===== config.mk =====
export PLATFORM = sky130hd
export DESIGN_NAME = usb3_tx_writer
export DESIGN_NICKNAME = d
export VERILOG_FILES = /design/src/rtl/usb3_tx_writer.sv
export SDC_FILE = /design/constraint.sdc
export NUM_CORES = 1
export LEC_CHECK = 0
export CAP_MARGIN = 20
export CORE_ASPECT_RATIO = 1.1
export CORE_MARGIN = 10
export CORE_UTILIZATION = 48
export DETAILED_ROUTE_END_ITERATION = 10
export PLACE_DENSITY = 0.9
export SLEW_MARGIN = 10
export SYNTH_ARGS = -nofsm -noshare
export SYNTH_HDL_FRONTEND = slang
export SYNTH_SLANG_ARGS = --single-unit

===== constraint.sdc =====
create_clock -name clk -period 2.3 [get_ports clk]
set_clock_uncertainty 0.05 [all_clocks]
set_input_delay 0.46 -clock clk [delete_from_list [all_inputs] [get_ports clk]]
set_output_delay 0.46 -clock clk [all_outputs]
set_load 0.02 [all_outputs]

===== src/rtl/usb3_tx_writer.sv =====
// Upload-direction FX3 slave-FIFO master: streams 32-bit source words into the
// GPIF-II write socket in fixed bursts and closes short packets after an idle timeout.
module usb3_tx_writer #(
  parameter int unsigned BURST_LEN  = 256,
  parameter int unsigned FLAG_DELAY = 3,
  parameter int unsigned TIMEOUT    = 64,
  parameter int unsigned GAP_CYCLES = 4,
  parameter logic [1:0]  TX_ADDR    = 2'b11
) (
  input  logic        clk,
  input  logic        rst,
  input  logic [31:0] src_data,
  input  logic        src_valid,
  output logic        src_ready,
  input  logic        USB3_FLAGB,
  output logic        USB3_SLCS_N,
  output logic        USB3_SLWR_N,
  output logic        USB3_PKTEND_N,
  output logic [1:0]  USB3_A,
  output logic [31:0] USB3_DQ_out,
  output logic        USB3_DQ_oe,
  output logic [3:0]  usb_wr_state,
  output logic [31:0] words_sent,
  output logic        overflow_err
);

  localparam int unsigned BW   = $clog2(BURST_LEN) + 1;
  localparam int unsigned IW   = $clog2(TIMEOUT) + 1;
  localparam int unsigned CMAX = (FLAG_DELAY > GAP_CYCLES) ? FLAG_DELAY : GAP_CYCLES;
  localparam int unsigned CW   = $clog2(CMAX) + 1;

  typedef enum logic [3:0] {
    S_IDLE   = 4'd0,
    S_ADDR   = 4'd1,
    S_CHECK  = 4'd2,
    S_WRITE  = 4'd3,
    S_PKTEND = 4'd4,
    S_GAP    = 4'd5
  } state_t;

  state_t        r_state;
  logic [BW-1:0] r_burst_cnt;
  logic [IW-1:0] r_idle_cnt;
  logic [CW-1:0] r_wait_cnt;
  logic          r_slcs_n;
  logic          r_slwr_n;
  logic          r_pktend_n;
  logic [1:0]    r_a;
  logic [31:0]   r_dq;
  logic          r_dq_oe;
  logic [31:0]   r_words_sent;
  logic          r_overflow;

  logic          w_ready;
  logic          w_last_word;
  logic          w_idle_expired;

  // Acceptance is combinational so the source sees back-pressure the same cycle FLAGB drops.
  assign w_ready        = (r_state == S_WRITE) && USB3_FLAGB;
  assign w_last_word    = (r_burst_cnt == BW'(BURST_LEN - 1));
  assign w_idle_expired = (r_idle_cnt >= IW'(TIMEOUT - 1));

  always_ff @(posedge clk) begin
    if (rst) begin
      r_state      <= S_IDLE;
      r_burst_cnt  <= '0;
      r_idle_cnt   <= '0;
      r_wait_cnt   <= '0;
      r_slcs_n     <= 1'b1;
      r_slwr_n     <= 1'b1;
      r_pktend_n   <= 1'b1;
      r_a          <= 2'b00;
      r_dq         <= '0;
      r_dq_oe      <= 1'b0;
      r_words_sent <= '0;
      r_overflow   <= 1'b0;
    end else begin
      // Strobes are single-cycle pulses unless re-asserted below.
      r_slwr_n   <= 1'b1;
      r_pktend_n <= 1'b1;
      case (r_state)
        S_IDLE: begin
          r_slcs_n <= 1'b1;
          r_dq_oe  <= 1'b0;
          r_a      <= 2'b00;
          if (src_valid) begin
            r_state    <= S_ADDR;
            r_slcs_n   <= 1'b0;
            r_a        <= TX_ADDR;
            r_dq_oe    <= 1'b1;
            r_wait_cnt <= '0;
          end
        end

        S_ADDR: begin
          if (r_wait_cnt == CW'(FLAG_DELAY - 1)) begin
            r_state    <= S_CHECK;
            r_wait_cnt <= '0;
          end else begin
            r_wait_cnt <= r_wait_cnt + CW'(1);
          end
        end

        S_CHECK: begin
          if (USB3_FLAGB) begin
            r_state     <= S_WRITE;
            r_burst_cnt <= '0;
            r_idle_cnt  <= '0;
          end
        end

        S_WRITE: begin
          if (!USB3_FLAGB) begin
            r_overflow <= 1'b1;
            r_state    <= S_GAP;
            r_wait_cnt <= '0;
            r_slcs_n   <= 1'b1;
            r_dq_oe    <= 1'b0;
            r_a        <= 2'b00;
          end else if (src_valid) begin
            r_dq         <= src_data;
            r_slwr_n     <= 1'b0;
            r_burst_cnt  <= r_burst_cnt + BW'(1);
            r_words_sent <= r_words_sent + 32'd1;
            r_idle_cnt   <= '0;
            // Full buffer auto-commits; chip select stays low for this final strobe.
            if (w_last_word) begin
              r_state    <= S_GAP;
              r_wait_cnt <= '0;
            end
          end else begin
            if (r_idle_cnt != {IW{1'b1}}) begin
              r_idle_cnt <= r_idle_cnt + IW'(1);
            end
            if (w_idle_expired) begin
              if (r_burst_cnt != '0) begin
                r_state    <= S_PKTEND;
                r_pktend_n <= 1'b0;
              end else begin
                r_state    <= S_GAP;
                r_wait_cnt <= '0;
                r_slcs_n   <= 1'b1;
                r_dq_oe    <= 1'b0;
                r_a        <= 2'b00;
              end
            end
          end
        end

        S_PKTEND: begin
          r_state    <= S_GAP;
          r_wait_cnt <= '0;
          r_slcs_n   <= 1'b1;
          r_dq_oe    <= 1'b0;
          r_a        <= 2'b00;
        end

        S_GAP: begin
          r_slcs_n <= 1'b1;
          r_dq_oe  <= 1'b0;
          r_a      <= 2'b00;
          if (r_wait_cnt == CW'(GAP_CYCLES - 1)) begin
            r_state    <= S_IDLE;
            r_wait_cnt <= '0;
          end else begin
            r_wait_cnt <= r_wait_cnt + CW'(1);
          end
        end

        default: begin
          r_state <= S_IDLE;
        end
      endcase
    end
  end

  assign src_ready     = w_ready;
  assign USB3_SLCS_N   = r_slcs_n;
  assign USB3_SLWR_N   = r_slwr_n;
  assign USB3_PKTEND_N = r_pktend_n;
  assign USB3_A        = r_a;
  assign USB3_DQ_out   = r_dq;
  assign USB3_DQ_oe    = r_dq_oe;
  assign usb_wr_state  = r_state;
  assign words_sent    = r_words_sent;
  assign overflow_err  = r_overflow;

endmodule


==> results of run 1 <==
## layout make-up
class | count | area [um^2] | area share
Inverter | 14 | 52.6 | 0.00963
Timing Repair Buffer | 130 | 1260 | 0.230
Clock buffer | 9 | 124 | 0.0227
Multi-Input combinational cell | 345 | 2000 | 0.366
Tap cell | 108 | 135 | 0.0248
Clock inverter | 6 | 67.6 | 0.0124
Sequential cell | 91 | 1820 | 0.334
## layout by cell type, fill, tap and decap left out, types with 3 or more instances in the layout
cell / count
sky130_fd_sc_hd__nor2_1: 46
sky130_fd_sc_hd__clkdlybuf4s50_1: 108
sky130_fd_sc_hd__ha_1: 9
sky130_fd_sc_hd__and2_1: 6
sky130_fd_sc_hd__nand4_1: 24
sky130_fd_sc_hd__clkbuf_8: 9
sky130_fd_sc_hd__buf_4: 19
sky130_fd_sc_hd__o21ai_0: 8
sky130_fd_sc_hd__or3_1: 4
sky130_fd_sc_hd__and4_1: 4
sky130_fd_sc_hd__nor3_1: 6
sky130_fd_sc_hd__and3_1: 10
sky130_fd_sc_hd__nand3_1: 16
sky130_fd_sc_hd__a21oi_1: 52
sky130_fd_sc_hd__o21bai_1: 3
sky130_fd_sc_hd__dfxtp_1: 90
sky130_fd_sc_hd__nand2_1: 80
sky130_fd_sc_hd__inv_1: 14
sky130_fd_sc_hd__a31oi_1: 3
sky130_fd_sc_hd__o32ai_1: 3
sky130_fd_sc_hd__xor2_1: 31
sky130_fd_sc_hd__nor2b_1: 7
sky130_fd_sc_hd__nand2b_1: 3
sky130_fd_sc_hd__xnor2_1: 3
## power groups by stage
stage	registers, mW	clock network (mW)	logic [mW]
after CTS	1.59	1.08	0.199
after global placement	1.63	0	0.195
after global routing	1.59	1.15	0.215
final	1.59	1.05	0.199
after detailed placement	1.63	0	0.198
after floorplan	1.64	0	0.0830
## cells in the mapped netlist, types with 3 or more instances
cell type                  number  area share
sky130_fd_sc_hd__a21oi_1       52       0.065
sky130_fd_sc_hd__a31oi_1        3      0.0047
sky130_fd_sc_hd__and2_1         6      0.0094
sky130_fd_sc_hd__and3_1        10       0.016
sky130_fd_sc_hd__and4_1         4      0.0088
sky130_fd_sc_hd__buf_1          3      0.0028
sky130_fd_sc_hd__buf_2          3      0.0038
sky130_fd_sc_hd__buf_4          4      0.0075
sky130_fd_sc_hd__clkbuf_1      19       0.018
sky130_fd_sc_hd__dfxtp_1       91        0.46
sky130_fd_sc_hd__ha_1           9       0.028
sky130_fd_sc_hd__inv_1         14       0.013
sky130_fd_sc_hd__nand2_1       80       0.075
sky130_fd_sc_hd__nand2b_1       3      0.0047
sky130_fd_sc_hd__nand3_1       16       0.020
sky130_fd_sc_hd__nand4_1       24       0.038
sky130_fd_sc_hd__nor2_1        46       0.043
sky130_fd_sc_hd__nor2b_1        7       0.011
sky130_fd_sc_hd__nor3_1         7      0.0088
sky130_fd_sc_hd__o21ai_0        8       0.010
sky130_fd_sc_hd__o21bai_1       3      0.0056
sky130_fd_sc_hd__o32ai_1        3      0.0066
sky130_fd_sc_hd__or3_1          4      0.0063
sky130_fd_sc_hd__xnor2_1        3      0.0066
sky130_fd_sc_hd__xor2_1        31       0.068
## per-stage QoR
step	hold WS [ps]	instances	instance area (um^2)	TNS (ps)
floorplan	381	479	4000	0
global placement	391	688	5270	-25.1
detailed placement	396	688	5270	-54.2
CTS	409	703	5460	0
global route	438	703	5460	0
finish	407	703	5460	0
## layer usage
layer / track usage / share of wire / up-vias
li1: - / - / 1852
met1: 0.197 / 0.42 / 1762
met2: 0.303 / 0.50 / 119
met3: 0.0550 / 0.067 / 12
met4: 0.0641 / 0.015 / 0
met5: 0 / 0 / -
## what timing repair did
action	CTS	global route
setup endpoints to repair	1	1
setup buffers	0	0
pin swaps	0	0
resized for setup	1	1
## worst paths after layout
| kind | from | endpoint | slack (ps) | cells after the start |
|---|---|---|---|---|
| max | r_burst_cnt[3] | r_wait_cnt[2] | 180 | 8 |
| min | USB3_DQ_out[14] | USB3_DQ_out[14] | 410 | 2 |
| min reg2reg | USB3_DQ_out[14] | USB3_DQ_out[14] | 410 | 2 |
| max reg2reg | r_burst_cnt[3] | r_wait_cnt[2] | 180 | 8 |
## cell families after synthesis
kind of cell,share of synthesized area
AOI/OAI and AO/OA,0.113
xor gates and xnor gates,0.0745
adders and majority gates,0.0282
buffers and inverters,0.0451
DFF,0.456
muxes,0.00501
other,0.000939
and+or+nand+nor,0.277
## sequential cells by signal (all words and copies together) (netlist names)
name,cells
USB3_SLCS_N,1
USB3_A,1
USB3_PKTEND_N,1
overflow_err,1
r_idle_cnt,7
words_sent,32
r_burst_cnt,9
USB3_SLWR_N,1
USB3_DQ_out,32
r_wait_cnt,3
usb_wr_state,3
## worst max-delay path, stage by stage, from the launching register on
cell,delay [ps]
sky130_fd_sc_hd__dfxtp_1,370
sky130_fd_sc_hd__and4_1,230
sky130_fd_sc_hd__and2_1,170
sky130_fd_sc_hd__and3_1,180
sky130_fd_sc_hd__ha_1,190
sky130_fd_sc_hd__o32a_1,160
sky130_fd_sc_hd__o32ai_1,270
sky130_fd_sc_hd__a21oi_1,150
sky130_fd_sc_hd__o32ai_1,260
==> Implementation_results.wiki, run 1 <==
{| class="wikitable"
! Metric !! Value
|-
| Top-level port count || 112
|-
| Combinational group share of total power || 0.070
|-
| Crit path required time || 2510 ps
|-
| Clock tree from TritonCTS || built
|-
| Later-pin clock latency in the skew report || 360 ps
|-
| Sequential fraction of the synthesis area || 0.456
|-
| Total die area || 0.0124 mm^2
|-
| Worst-case vdd ir drop || 0.000303 V
|-
| Final routed wirelength across all metal layers || around 11 mm
|-
| Final critical-path setup slack || 175 ps
|-
| Count of standard-cell rows || 34
|-
| Result of the run || finished, final reports clean
|-
| Iter 0 DRT Violations || 209
|-
| Relative contribution of sequential cells to total power || 0.560
|-
| Final setup violation count || 0
|-
| Estimated wirelength of the detail-placed design || 8.08 mm
|-
| Die boundary width || 107 um
|-
| Fraction of layout cells with a size suffix above 1 || 0.0790
|-
| Static power due to leakage || 2.00 nW
|-
| Kind of critical path || reg2reg
|-
| DR vias/cell || 5.33
|-
| Detail Route Antenna Nets || 0
|-
| Post-layout utilization of the core || 0.682
|-
| Last weighted congestion value of the routability-driven placer || approximately 0.8
|-
| Synth Net Count || 524
|-
| Final hold viol count || 0
|-
| Share of power burned in the clock network || 0.369
|-
| Post-CTS Hold Buffers || 0
|-
| Number of diodes || 0
|-
| Pwr per Cell Area || 520 mW/mm^2
|-
| Most used flip-flop cell after synthesis || sky130_fd_sc_hd__dfxtp_1
|-
| Drt wl/cell || 15.5 um
|-
| Worst-case headroom to the max-slew limit || 0.570
|-
| CTS sink count || 91
|-
| Fill count || 681
|-
| Chip Height || 116 um
|-
| Standard cell core area || 0.00800 mm^2
|-
| Final critical path time including I/O delays and setup || 2120 ps
|-
| Grt total ovfl || 0
|-
| Arrival time reported for the critical path endpoint || 2340 ps
|-
| H-tree levels || 3
|-
| Distinct cells, synth || 45
|-
| Total design power || between 2 and 3 mW
|-
| Critical Path End Type || register
|-
| Effective utilization at floorplan || 0.500
|-
| Max-slew violations || 0
|-
| Clock Pin Slew Worst Setup and Hold Paths || 90 ps
|-
| Max-capacitance violation count || 0
|-
| Minimum setup slack after placement || -29.2 ps
|-
| Pin count of the biggest net entering global routing || 35
|-
| Maximum frequency from static timing analysis || 471 MHz
|-
| Total GRT Usage || 0.174
|-
| Bufs on Longest Clock Path || 2
|-
| Synthesis-to-layout area growth || 36.6%
|-
| Initial antenna violation count || 0
|-
| Async set-or-reset flop fraction in the synthesized netlist || 0
|-
| Vias after detailed routing || between 3000 and 4000
|-
| Tightest Pin Transition || 645 ps
|-
| Number of global-route vias before repair || 3649
|-
| Sw Ratio || 0.230
|-
| Cells after synthesis || 479
|-
| EDFF count, synth || 0
|-
| Syn. warnings || 0
|-
| Residual DRC || 0
|-
| Total CTS buffers || 9
|-
| Maximum fanout along the worst path || 5
|-
| Total Nets Final || between 600 and 700
|-
| Number of detailed-routing iterations run before antenna repair || 4
|-
| Global-route wire length before repair || ~18 mm
|-
| Worst Setup Start Kind || register
|-
| Post-route clock period utilization || 0.924
|-
| RSZ-0062 raised after global routing || no
|-
| # port buffers || 110
|-
| Sw power || 652 uW
|-
| Int Pwr || between 2 and 2.5 mW
|-
| CTS root buf || sky130_fd_sc_hd__clkbuf_8
|-
| Synth Cell Area || between 0.003 and 0.004 mm^2
|-
| Seq cells post-synth || 91
|-
| Post-synthesis average cell area || roughly 8.3 um^2
|-
| Type of the tightest min-delay check || reg2reg
|}
Power figures use the tool's default switching activity.
==> run 2: changes to the inputs <==
GPL_ROUTABILITY_DRIVEN = 0   (was default)
SLEW_MARGIN = 40   (was 10)
==> results of run 2 <==
Same layout as run 1: the final DEF is identical, and so are final timing and power.
==> run 3: changes to the inputs <==
--- a/config.mk
+++ b/config.mk
@@ -10,6 +10,7 @@
 export CORE_MARGIN = 10
-export CORE_UTILIZATION = 48
+export CORE_UTILIZATION = 60
 export DETAILED_ROUTE_END_ITERATION = 10
+export DONT_BUFFER_PORTS = 1
 export GPL_ROUTABILITY_DRIVEN = 0
-export PLACE_DENSITY = 0.9
+export PLACE_DENSITY = 0.86
 export SLEW_MARGIN = 40
==> constraint.sdc (replaced) <==
create_clock -name clk -period 2.3 [get_ports clk]
set_clock_uncertainty 0.05 [all_clocks]
set_input_delay 0.23 -clock clk [delete_from_list [all_inputs] [get_ports clk]]
set_output_delay 0.23 -clock clk [all_outputs]
set_load 0.02 [all_outputs]
==> run 3 against run 2 <==
Against the previous run: critical path depth increased by 1; combinational power shrank 27%; via count decreased by 6.8%; sequential power hardly changed; count of clock-buffer cells in the layout up 1; wire length down 2.2%; first-iteration DRC count down 19%; die area decreased by 17%; register-to-register slack hardly changed; critical path type unchanged; largest power group unchanged.
==> Implementation_results.wiki, run 3 (synthesis results as in run 1) <==
{| class="wikitable"
! Metric !! Value
|-
| Drt wl/cell || around 17 um
|-
| Total GRT Usage || 0.200
|-
| Post-layout utilization of the core || 0.729
|-
| Post-Route Setup TNS || 0 ps
|-
| Later-pin clock latency in the skew report || between 300 and 400 ps
|-
| Effective utilization at floorplan || 0.613
|-
| Result of the run || finished, final reports clean
|-
| Crit path required time || 2550 ps
|-
| Final critical path time including I/O delays and setup || 2120 ps
|-
| Standard cell core area || 0.00652 mm^2
|-
| Count of standard-cell rows || 31
|-
| Final critical-path setup slack || 180 ps
|-
| RSZ-0062 raised after global routing || no
|-
| Pwr per Cell Area || 597 mW/mm^2
|-
| Final routed wirelength across all metal layers || 10.6 mm
|-
| Slack of the worst reg-to-reg path || 180 ps
|-
| CTS sink count || 91
|-
| Maximum fanout along the worst path || 33
|-
| Static power due to leakage || 1.79 nW
|-
| Estimated wirelength of the detail-placed design || 7.01 mm
|-
| Clock tree from TritonCTS || built
|-
| Tightest Pin Transition || 626 ps
|-
| Total die area || 0.0103 mm^2
|-
| Arrival time reported for the critical path endpoint || 2370 ps
|-
| Total design power || between 2 and 3 mW
|-
| Residual DRC || 0
|-
| Post-Layout Inst Area || 0.00475 mm^2
|-
| Max-capacitance violation count || 0
|-
| Fill count || 489
|-
| Worst Setup Start Kind || register
|-
| Iter 0 DRT Violations || 169
|-
| Initial antenna violation count || 1
|-
| Type of the tightest min-delay check || in2reg
|-
| Clock Pin Slew Worst Setup and Hold Paths || around 100 ps
|-
| Commonest non-fill, non-tap cells in the layout || sky130_fd_sc_hd__dfxtp_1 (90), sky130_fd_sc_hd__nand2_1 (80), sky130_fd_sc_hd__a21oi_1 (52)
|-
| Detail Route Antenna Nets || 0
|-
| Chip Height || 106 um
|-
| Top-level port count || roughly 110
|-
| Number of detailed-routing iterations run before antenna repair || 4
|-
| Total CTS buffers || 9
|-
| Pin count of the biggest net entering global routing || 77
|-
| Bufs on Longest Clock Path || 2
|-
| H-tree levels || 3
|-
| Final setup violation count || 0
|-
| Final hold viol count || 0
|-
| Maximum frequency from static timing analysis || 472 MHz
|-
| Setup bufs post-CTS || 0
|-
| Minimum setup slack after placement || 262 ps
|-
| Worst-case headroom to the max-slew limit || 0.582
|-
| Grt total ovfl || 0
|-
| Global-route wire length before repair || 17.3 mm
|-
| Max-slew violations || 0
|-
| Kind of critical path || reg2reg
|-
| DR vias/cell || 5.72
|-
| CTS root buf || sky130_fd_sc_hd__clkbuf_8
|-
| Number of global-route vias before repair || 3496
|-
| Post-route clock period utilization || 0.922
|-
| Critical Path End Type || register
|-
| Synthesis-to-layout area growth || 19.0%
|-
| Worst-case vdd ir drop || 0.000441 V
|-
| Placed inst area || 0.00418 mm^2
|-
| # port buffers || 0
|-
| Die boundary width || 97.8 um
|-
| Total Nets Final || 566
|-
| Most frequent standard cell in the layout excluding fill and tap cells || sky130_fd_sc_hd__dfxtp_1
|-
| Fraction of layout cells with a size suffix above 1 || 0.103
|-
| Vias after detailed routing || around 3500
|}
-- run 3: changes by cell type in the layout (fill, tap and decap cells not counted), moves of 2 or more --
cell                              delta
sky130_fd_sc_hd__buf_4               +5
sky130_fd_sc_hd__diode_2             +2
sky130_fd_sc_hd__inv_6               +2
sky130_fd_sc_hd__clkdlybuf4s50_1   -108
sky130_fd_sc_hd__dlygate4sd3_1      +33
-- run 3: power breakdown --
group          total [mW]  leakage, nW  switching (mW)  internal (mW)
Clock                1.09       0.0975           0.573          0.514
Sequential           1.60        0.734          0.0210           1.58
Combinational       0.145        0.962          0.0737         0.0714
-- run 3: worst max-delay path, stage by stage (launching register included) --
cell and delay, ps:
sky130_fd_sc_hd__dfxtp_2 410, sky130_fd_sc_hd__buf_4 210, sky130_fd_sc_hd__nor2b_2 70, sky130_fd_sc_hd__nand3_1 110
sky130_fd_sc_hd__inv_1 80, sky130_fd_sc_hd__nand2_1 80, sky130_fd_sc_hd__buf_6 240, sky130_fd_sc_hd__nand2_1 90
sky130_fd_sc_hd__a21oi_1 160, sky130_fd_sc_hd__dlygate4sd3_1 560
-- run 3: final cells by class --
cell class                 instances  area, um^2  share of cell area
clock inverter                     6        72.6              0.0153
multi-input combinational        345        2000               0.421
sequential                        91        1820               0.384
antenna                            2        5.00             0.00105
tap                               82         103              0.0216
timing repair buffer              60         569               0.120
inverter                          14        52.6              0.0111
clock buffer                      10         128              0.0268
-- run 3: per-layer routing --
metal / vias up / GRT usage / wire, um
met5: - / 0 / 0
met4: 0 / 0.101 / 252
met3: 22 / 0.0823 / 980
met2: 112 / 0.347 / 5550
met1: 1643 / 0.204 / 3850
li1: 1715 / - / -
-- run 3: path summary, 6_finish.rpt --
| check | from | endpoint | depth (start not counted) |
|---|---|---|---|
| setup / recovery | usb_wr_state[2] | USB3_DQ_out[10] | 9 |
| hold / removal | rst | r_wait_cnt[2] | 2 |
| setup reg to reg | usb_wr_state[2] | USB3_DQ_out[10] | 9 |
| hold reg to reg | r_wait_cnt[0] | r_wait_cnt[0] | 1 |
-- run 3: repair_timing --
action                     CTS  global route
hold endpoints to repair    76             0
gates resized for setup      0             3
hold buffers                34             0
setup endpoints to repair    0             1
-- run 3: per-stage QoR --
stage	hold WS [ps]	std cells
6_report	19.6	610
5_1_grt	5.92	609
4_1_cts	7.50	608
3_5_place_dp	261	558
3_3_place_gp	258	558
2_1_floorplan	316	479
